$ cat src/rtl/sum_pipe_cla_pkg.sv
// Shared definitions for the pipelined carry-lookahead adder/subtractor.
//   SLICE_W      : bits resolved per lookahead slice (one slice per stage)
//   MIN_WIDTH    : smallest supported operand width
//   gate_op_e    : function selector for the sum_gate_p power-counted gate
//   stage_count  : number of pipeline stages for a given operand width
//   width_ok     : operand width legality check (multiple of SLICE_W, >= MIN_WIDTH)
package sum_pipe_cla_pkg;

  localparam int unsigned SLICE_W   = 4;
  localparam int unsigned MIN_WIDTH = 8;

  typedef enum logic [1:0] {
    GATE_AND = 2'd0,
    GATE_OR  = 2'd1,
    GATE_XOR = 2'd2
  } gate_op_e;

  function automatic int unsigned stage_count(input int unsigned width);
    return width / SLICE_W;
  endfunction

  function automatic bit width_ok(input int unsigned width);
    return (width >= MIN_WIDTH) && ((width % SLICE_W) == 0);
  endfunction

endpackage

$ cat src/rtl/sum_pipe_cla_if.sv
// Operand/result handshake bundle for sum_pipe_cla.
//   in_valid/in_ready   : operand word handshake (a, b, ci, sub)
//   out_valid/out_ready : result handshake (s, co, ovf)
// master = producer of operands / consumer of results; slave = the adder.
interface sum_pipe_cla_if #(
  parameter int unsigned WIDTH = 16
);
  logic             in_valid;
  logic             in_ready;
  logic [WIDTH-1:0] a;
  logic [WIDTH-1:0] b;
  logic             ci;
  logic             sub;
  logic             out_valid;
  logic             out_ready;
  logic [WIDTH-1:0] s;
  logic             co;
  logic             ovf;

  modport master (
    output in_valid, a, b, ci, sub, out_ready,
    input  in_ready, out_valid, s, co, ovf
  );

  modport slave (
    input  in_valid, a, b, ci, sub, out_ready,
    output in_ready, out_valid, s, co, ovf
  );
endinterface

$ cat src/rtl/sum_gate_p.sv
// Power-counted N-input gate primitive (AND / OR / XOR reduction).
//   OP   : gate function
//   N    : number of inputs
//   PwrC : power-count parameter consumed by power analysis
//   i    : gate inputs
//   y    : gate output
module sum_gate_p
  import sum_pipe_cla_pkg::*;
#(
  parameter gate_op_e    OP   = GATE_AND,
  parameter int unsigned N    = 2,
  parameter int          PwrC = 0
) (
  input  logic [N-1:0] i,
  output logic         y
);

  if (PwrC < 0) begin : g_bad_pwrc
    $error("sum_gate_p: PwrC must be non-negative");
  end

  case (OP)
    GATE_AND: begin : g_and
      assign y = &i;
    end
    GATE_OR: begin : g_or
      assign y = |i;
    end
    default: begin : g_xor
      assign y = ^i;
    end
  endcase

endmodule

$ cat src/rtl/sum_slice_cla.sv
// Combinational 4-bit carry-lookahead slice built from sum_gate_p gates.
//   a, b : slice operand bits (b already sub-adjusted by the caller)
//   ci   : carry into bit 0 of the slice
//   s    : slice sum bits
//   c4   : carry out of the slice
//   c3   : carry into the slice MSB (used for two's-complement overflow)
module sum_slice_cla
  import sum_pipe_cla_pkg::*;
#(
  parameter int PwrC = 0
) (
  input  logic [SLICE_W-1:0] a,
  input  logic [SLICE_W-1:0] b,
  input  logic               ci,
  output logic [SLICE_W-1:0] s,
  output logic               c4,
  output logic               c3
);

  logic [SLICE_W-1:0] g;
  logic [SLICE_W-1:0] p;
  logic [SLICE_W:0]   c;
  logic               t1;
  logic [1:0]         t2;
  logic [2:0]         t3;
  logic [3:0]         t4;

  assign c[0] = ci;

  for (genvar i = 0; i < SLICE_W; i++) begin : g_bit
    sum_gate_p #(.OP(GATE_AND), .N(2), .PwrC(PwrC)) u_g (.i({a[i], b[i]}), .y(g[i]));
    sum_gate_p #(.OP(GATE_XOR), .N(2), .PwrC(PwrC)) u_p (.i({a[i], b[i]}), .y(p[i]));
    sum_gate_p #(.OP(GATE_XOR), .N(2), .PwrC(PwrC)) u_s (.i({p[i], c[i]}), .y(s[i]));
  end

  // Every carry is a flat sum of products of g/p and ci, so no carry
  // depends on another carry inside the slice.
  sum_gate_p #(.OP(GATE_AND), .N(2), .PwrC(PwrC)) u_t1_0 (.i({p[0], ci}), .y(t1));
  sum_gate_p #(.OP(GATE_OR),  .N(2), .PwrC(PwrC)) u_c1   (.i({g[0], t1}), .y(c[1]));

  sum_gate_p #(.OP(GATE_AND), .N(2), .PwrC(PwrC)) u_t2_0 (.i({p[1], g[0]}), .y(t2[0]));
  sum_gate_p #(.OP(GATE_AND), .N(3), .PwrC(PwrC)) u_t2_1 (.i({p[1], p[0], ci}), .y(t2[1]));
  sum_gate_p #(.OP(GATE_OR),  .N(3), .PwrC(PwrC)) u_c2   (.i({g[1], t2}), .y(c[2]));

  sum_gate_p #(.OP(GATE_AND), .N(2), .PwrC(PwrC)) u_t3_0 (.i({p[2], g[1]}), .y(t3[0]));
  sum_gate_p #(.OP(GATE_AND), .N(3), .PwrC(PwrC)) u_t3_1 (.i({p[2], p[1], g[0]}), .y(t3[1]));
  sum_gate_p #(.OP(GATE_AND), .N(4), .PwrC(PwrC)) u_t3_2 (.i({p[2], p[1], p[0], ci}), .y(t3[2]));
  sum_gate_p #(.OP(GATE_OR),  .N(4), .PwrC(PwrC)) u_c3   (.i({g[2], t3}), .y(c[3]));

  sum_gate_p #(.OP(GATE_AND), .N(2), .PwrC(PwrC)) u_t4_0 (.i({p[3], g[2]}), .y(t4[0]));
  sum_gate_p #(.OP(GATE_AND), .N(3), .PwrC(PwrC)) u_t4_1 (.i({p[3], p[2], g[1]}), .y(t4[1]));
  sum_gate_p #(.OP(GATE_AND), .N(4), .PwrC(PwrC)) u_t4_2 (.i({p[3], p[2], p[1], g[0]}), .y(t4[2]));
  sum_gate_p #(.OP(GATE_AND), .N(5), .PwrC(PwrC)) u_t4_3 (.i({p[3], p[2], p[1], p[0], ci}), .y(t4[3]));
  sum_gate_p #(.OP(GATE_OR),  .N(5), .PwrC(PwrC)) u_c4   (.i({g[3], t4}), .y(c[4]));

  assign c4 = c[4];
  assign c3 = c[3];

endmodule

$ cat src/rtl/sum_pipe_cla.sv
// Pipelined carry-lookahead adder/subtractor, one 4-bit slice per stage.
//   WIDTH   : operand/result width (multiple of SLICE, >= 8)
//   SLICE   : bits per lookahead slice (must be 4)
//   PwrC    : power-count parameter passed to every gate
//   clk     : clock, rising edge
//   reset_L : synchronous active-low reset
//   bus     : slave side of sum_pipe_cla_if
//             in  : in_valid, a, b, ci, sub, out_ready
//             out : in_ready, out_valid, s, co, ovf
// Latency is WIDTH/SLICE cycles from acceptance to out_valid; one word per
// cycle while out_ready is high; the whole pipe stalls when out_ready is low.
module sum_pipe_cla
  import sum_pipe_cla_pkg::*;
#(
  parameter int unsigned WIDTH = 16,
  parameter int unsigned SLICE = 4,
  parameter int          PwrC  = 0
) (
  input  logic          clk,
  input  logic          reset_L,
  sum_pipe_cla_if.slave bus
);

  localparam int unsigned L = stage_count(WIDTH);

  if (!width_ok(WIDTH) || (SLICE != SLICE_W)) begin : g_bad_cfg
    $error("sum_pipe_cla: WIDTH must be a multiple of 4 and >= 8, SLICE must be 4");
  end

  // Stage k holds the operands still to be summed, the carry into slice k
  // and the sum bits already resolved by slices 0..k-1.
  typedef struct packed {
    logic             v;
    logic             c;
    logic [WIDTH-1:0] s;
    logic [WIDTH-1:0] a;
    logic [WIDTH-1:0] b;
  } stage_t;

  stage_t           st    [L];
  logic [SLICE-1:0] sl_s  [L];
  logic             sl_c4 [L];
  logic             sl_c3 [L];
  logic             en;

  // One global enable: the output slot frees up either because it is empty
  // or because it is being consumed this cycle.
  assign en           = !bus.out_valid || bus.out_ready;
  assign bus.in_ready = en;

  for (genvar k = 0; k < L; k++) begin : g_stage
    sum_slice_cla #(.PwrC(PwrC)) u_slice (
      .a  (st[k].a[SLICE*k +: SLICE]),
      .b  (st[k].b[SLICE*k +: SLICE]),
      .ci (st[k].c),
      .s  (sl_s[k]),
      .c4 (sl_c4[k]),
      .c3 (sl_c3[k])
    );
  end

  always_ff @(posedge clk) begin
    if (!reset_L) begin
      for (int unsigned k = 0; k < L; k++) begin
        st[k] <= '0;
      end
      bus.out_valid <= 1'b0;
      bus.s         <= '0;
      bus.co        <= 1'b0;
      bus.ovf       <= 1'b0;
    end else if (en) begin
      // Subtraction becomes A + ~B + 1 here, so the slices only ever add.
      st[0].v <= bus.in_valid;
      st[0].c <= bus.sub | bus.ci;
      st[0].s <= '0;
      st[0].a <= bus.a;
      st[0].b <= bus.b ^ {WIDTH{bus.sub}};

      for (int unsigned k = 1; k < L; k++) begin
        st[k].v <= st[k-1].v;
        st[k].c <= sl_c4[k-1];
        st[k].a <= st[k-1].a;
        st[k].b <= st[k-1].b;
        st[k].s <= st[k-1].s | (WIDTH'(sl_s[k-1]) << (SLICE * (k - 1)));
      end

      // Bubbles leave s/co/ovf untouched so only complete results show.
      bus.out_valid <= st[L-1].v;
      if (st[L-1].v) begin
        bus.s   <= st[L-1].s | (WIDTH'(sl_s[L-1]) << (SLICE * (L - 1)));
        bus.co  <= sl_c4[L-1];
        bus.ovf <= sl_c3[L-1] ^ sl_c4[L-1];
      end
    end
  end

endmodule

$ cat src/flat_wrapper.sv
// flat-port wrapper written by rule: the top's interface ports become plain ports
module sum_pipe_cla_flat import sum_pipe_cla_pkg::*;
#(
  parameter int unsigned WIDTH = 16,
  parameter int unsigned SLICE = 4,
  parameter int          PwrC  = 0
)
  (clk, reset_L, bus_in_valid, bus_a, bus_b, bus_ci, bus_sub, bus_out_ready, bus_in_ready, bus_out_valid, bus_s, bus_co, bus_ovf);
  sum_pipe_cla_if #(.WIDTH(WIDTH)) bus_i ();
  input  logic clk;
  input  logic reset_L;
  input wire logic [$bits(bus_i.in_valid)-1:0] bus_in_valid;
  input wire logic [$bits(bus_i.a)-1:0] bus_a;
  input wire logic [$bits(bus_i.b)-1:0] bus_b;
  input wire logic [$bits(bus_i.ci)-1:0] bus_ci;
  input wire logic [$bits(bus_i.sub)-1:0] bus_sub;
  input wire logic [$bits(bus_i.out_ready)-1:0] bus_out_ready;
  output wire logic [$bits(bus_i.in_ready)-1:0] bus_in_ready;
  output wire logic [$bits(bus_i.out_valid)-1:0] bus_out_valid;
  output wire logic [$bits(bus_i.s)-1:0] bus_s;
  output wire logic [$bits(bus_i.co)-1:0] bus_co;
  output wire logic [$bits(bus_i.ovf)-1:0] bus_ovf;
  assign bus_i.in_valid = bus_in_valid;
  assign bus_i.a = bus_a;
  assign bus_i.b = bus_b;
  assign bus_i.ci = bus_ci;
  assign bus_i.sub = bus_sub;
  assign bus_i.out_ready = bus_out_ready;
  assign bus_in_ready = bus_i.in_ready;
  assign bus_out_valid = bus_i.out_valid;
  assign bus_s = bus_i.s;
  assign bus_co = bus_i.co;
  assign bus_ovf = bus_i.ovf;
  sum_pipe_cla #(.WIDTH(WIDTH), .SLICE(SLICE), .PwrC(PwrC)) u_core (.clk(clk), .reset_L(reset_L), .bus(bus_i));
endmodule
$ cat config.mk
export PLATFORM = sky130hd
export DESIGN_NAME = sum_pipe_cla_flat
export DESIGN_NICKNAME = d
export VERILOG_FILES = /design/src/rtl/sum_pipe_cla_pkg.sv /design/src/rtl/sum_pipe_cla_if.sv /design/src/rtl/sum_gate_p.sv /design/src/rtl/sum_slice_cla.sv /design/src/rtl/sum_pipe_cla.sv /design/src/flat_wrapper.sv
export SDC_FILE = /design/constraint.sdc
export NUM_CORES = 1
export LEC_CHECK = 0
export ABC_AREA = 1
export BUFFER_PORTS_ARGS = -buffer_cell sky130_fd_sc_hd__buf_2
export CORE_MARGIN = 8
export CORE_UTILIZATION = 45
export DETAILED_ROUTE_END_ITERATION = 6
export PLACE_DENSITY = 0.63
export SYNTH_ARGS = -nofsm -noshare
export SYNTH_HDL_FRONTEND = slang
export SYNTH_SLANG_ARGS = --single-unit
$ cat constraint.sdc
create_clock -name clk -period 5.5 [get_ports clk]
set_input_delay 0.55 -clock clk [delete_from_list [all_inputs] [get_ports clk]]
set_output_delay 0.55 -clock clk [all_outputs]
set_load 0.005 [all_outputs]
==> results.md <==
- Outcome: finished, final reports clean
- Total die area: 17,000 um2
- P per Cell Area: 345 nW/um2
- Clock network latency to the later pin of the worst-skew pair: 410 ps
- Yosys warns: 0
- Hold WC Path Type: input port to flop
- Initial DRC count: 208
- Max layer used: met4
- Register area share after synthesis: 63.7%
- Reg clk slew, reported paths: 50 ps
- Period minus WS final: 2250 ps
- Hold_buf cts: 0
- Least-Margin Pin Slew: 1130 ps
- CP arrival: 2370 ps
- Num CTS Buffers: 17
- Slowest CP cell: nand3_4
- Yosys reg bits: 131
- Worst path required time: 5620 ps
- Met2 Wirelength: 4310 um
- Combinational fraction of design power: 6.5%
- Post-Syn Nets: 622
- Gate Count Post-Synth: 564
- Switching part of the total power: 20.8%
- IO Port Bufs: 57
- GRT overflow: 0
- Antenna Nets Post-Route: 0
- Total GRT Usage: 12.0%
- RSZ-0062 raised after global routing: false
- Cell taking the most area after synthesis: edfxtp_1
- Ant diodes: 0
- Post-synth cell types: 22
- Initial antenna violation count: 0
- Seq pwr share: 49.7%
- VDD IR max: 180 uV
- Met3 WL: 533 um
- I/O pin cnt: 58
- Post-Syn Area: 5880 um2
- Die height: 130 um
- Clk sinks: 131
- WS Path Type: input port to flop
- DR pass1 iterations: 5
- Vias in the first global route: 3,549
- Worst path max stage delay: 860 ps
- Final slew viol count: 0
- CTS tree: built
- Reported leakage power: 3.02 nW
- Root Driver: clkbuf_16
- Initial core utilization: 46.4%
- Slew Limit Headroom: 24.8%
- Cells along the critical path: buf_2, nand3_4, buf_4
- First-pass GRT wire length: 15,800 um
- Final core occ: 53.6%
- Switching pwr: 0.487 mW
- Area grow syn2layout: 15.5%
- # Post-CTS Setup Buffers: 0
- Met1 wire length: 4200 um
- Vias per inst: 4.47
- Layout Nets: 681
- Syn Area/Cell: 10.4 um2
- Critical path peak fanout: 82
- Pint: 1.86 mW
- Share of the synthesized area in the top cell type: 57.2%
- Crit end category: flop
- WL final: 9250 um
- Post-CTS resize count: 0
- Post-DP HPWL: 5980 um
- Max cap viols: 0
- Total negative slack: 0 ps
- Core Region: 12,700 um2
- Final-report hold violation count: 0
- Largest cells by area after synthesis: edfxtp_1 57%, nor2_1 10%, inv_1 7.1%, dfxtp_1 6.5%, ha_1 3.4%
- CP Launch Type: input port
- Largest net degree at the start of global routing: 108
- Wire per inst: 11.5 um
- Drt drc: 0
- Clock power frac: 43.8%
- Fmax: 445 MHz
- Site Rows: 41
- Clock Path Buffers: 2
- Final period utilization: 40.9%
- Clock skew: 6.56 ps
- H-tree depth: 4
- Die Width: 130 um
- Finish-stage setup viols: 0
- Placer congestion estimate: 0.796
- Via count: 3,606
- Share of layout cells above drive strength 1: 14.0%
[cell usage after synthesis, drive strengths merged]
cell type / instances
nor3: 1
o211ai: 1
nand3: 28
dfxtp: 19
o21ai: 19
edfxtp: 112
ha: 16
xnor2: 20
fa: 4
inv: 114
nor2: 158
a21oi: 8
nand2: 35
nand3b: 2
nand4: 9
buf: 18
[worst paths after layout]
kind | from | to | slack, ps | cells past startpoint
worst max-delay path | reset_L | u_core.st[1][33] | 3250 | 3
worst min-delay path | bus_a[15] | u_core.st[0][31] | 440 | 3
worst max register to register | u_core.bus.out_valid | u_core.st[1][33] | 3290 | 2
worst min register to register | u_core.bus.s[0] | u_core.bus.s[0] | 480 | 2
[placed cells by master, fill, tap and decap left out, types with 3 or more instances in the layout]
cell type / instances
nand2_4: 3
fa_1: 4
ha_1: 16
clkinv_2: 4
nand3_1: 26
buf_2: 57
dfxtp_1: 19
o21ai_0: 15
inv_1: 111
clkbuf_1: 5
a21oi_1: 8
nand4_1: 9
xnor2_1: 20
o21ai_1: 4
nand2_1: 32
inv_2: 3
nor2_1: 158
clkbuf_16: 17
edfxtp_1: 112
[critical path: cells and delay by family]
| kind | cells | cell delay (ps) |
|---|---|---|
| and+or+nand+nor | 1 | 860 |
| buffers and inverters | 2 | 920 |
[through the flow]
step	hold WS [ps]	instances	power, mW	worst slack [ps]	area, um2
final	437	806	2.34	3250	6790
after global routing	430	806	2.44	3050	6790
after CTS	416	806	2.37	3200	6790
after detailed placement	467	776	1.34	2770	6260
after global placement	460	776	1.33	2840	6260
after floorplan	466	564	1.30	845	5880
[registers in the layout (all words and copies together), names as in the netlist]
register / flops
u_core.bus.co: 1
u_core.bus.out_valid: 1
u_core.bus.ovf: 1
u_core.bus.s: 16
u_core.st: 112
[per-layer routing]
layer	vias up	GRT usage, %
li1	1900	-
met1	1610	13.5
met2	78	19.3
met3	18	4.08
met4	0	7.24
met5	-	0
[final cells by class]
| cell class | count | area (um2) |
|---|---|---|
| flip-flops and latches | 131 | 3740 |
| inverters | 114 | 428 |
| well taps | 172 | 215 |
| clock inverters | 8 | 87.6 |
| repair buffers | 58 | 293 |
| clock buffers | 22 | 444 |
| fillers | 1121 | 5880 |
| multi-input cells | 301 | 1580 |
[power groups by stage]
| stage | logic [mW] | clock network (mW) | registers (mW) |
|---|---|---|---|
| 2_1_floorplan | 0.117 | 0 | 1.18 |
| 3_3_place_gp | 0.149 | 0 | 1.18 |
| 3_5_place_dp | 0.153 | 0 | 1.18 |
| 4_1_cts | 0.154 | 1.05 | 1.17 |
| 5_1_grt | 0.178 | 1.09 | 1.17 |
| 6_report | 0.152 | 1.03 | 1.16 |
[cell families (layout without fill, tap and decap cells)]
kind of cell | after synthesis | in the layout | synth area share (%)
DFF | 131 | 131 | 63.7
AOI/OAI and AO/OA | 28 | 28 | 2.43
xor gates and xnor gates | 20 | 20 | 2.98
adders and majority gates | 20 | 20 | 4.77
and+or+nand+nor | 233 | 233 | 16.5
buffers and inverters | 132 | 202 | 9.64
(Power assumes the default switching activity.)
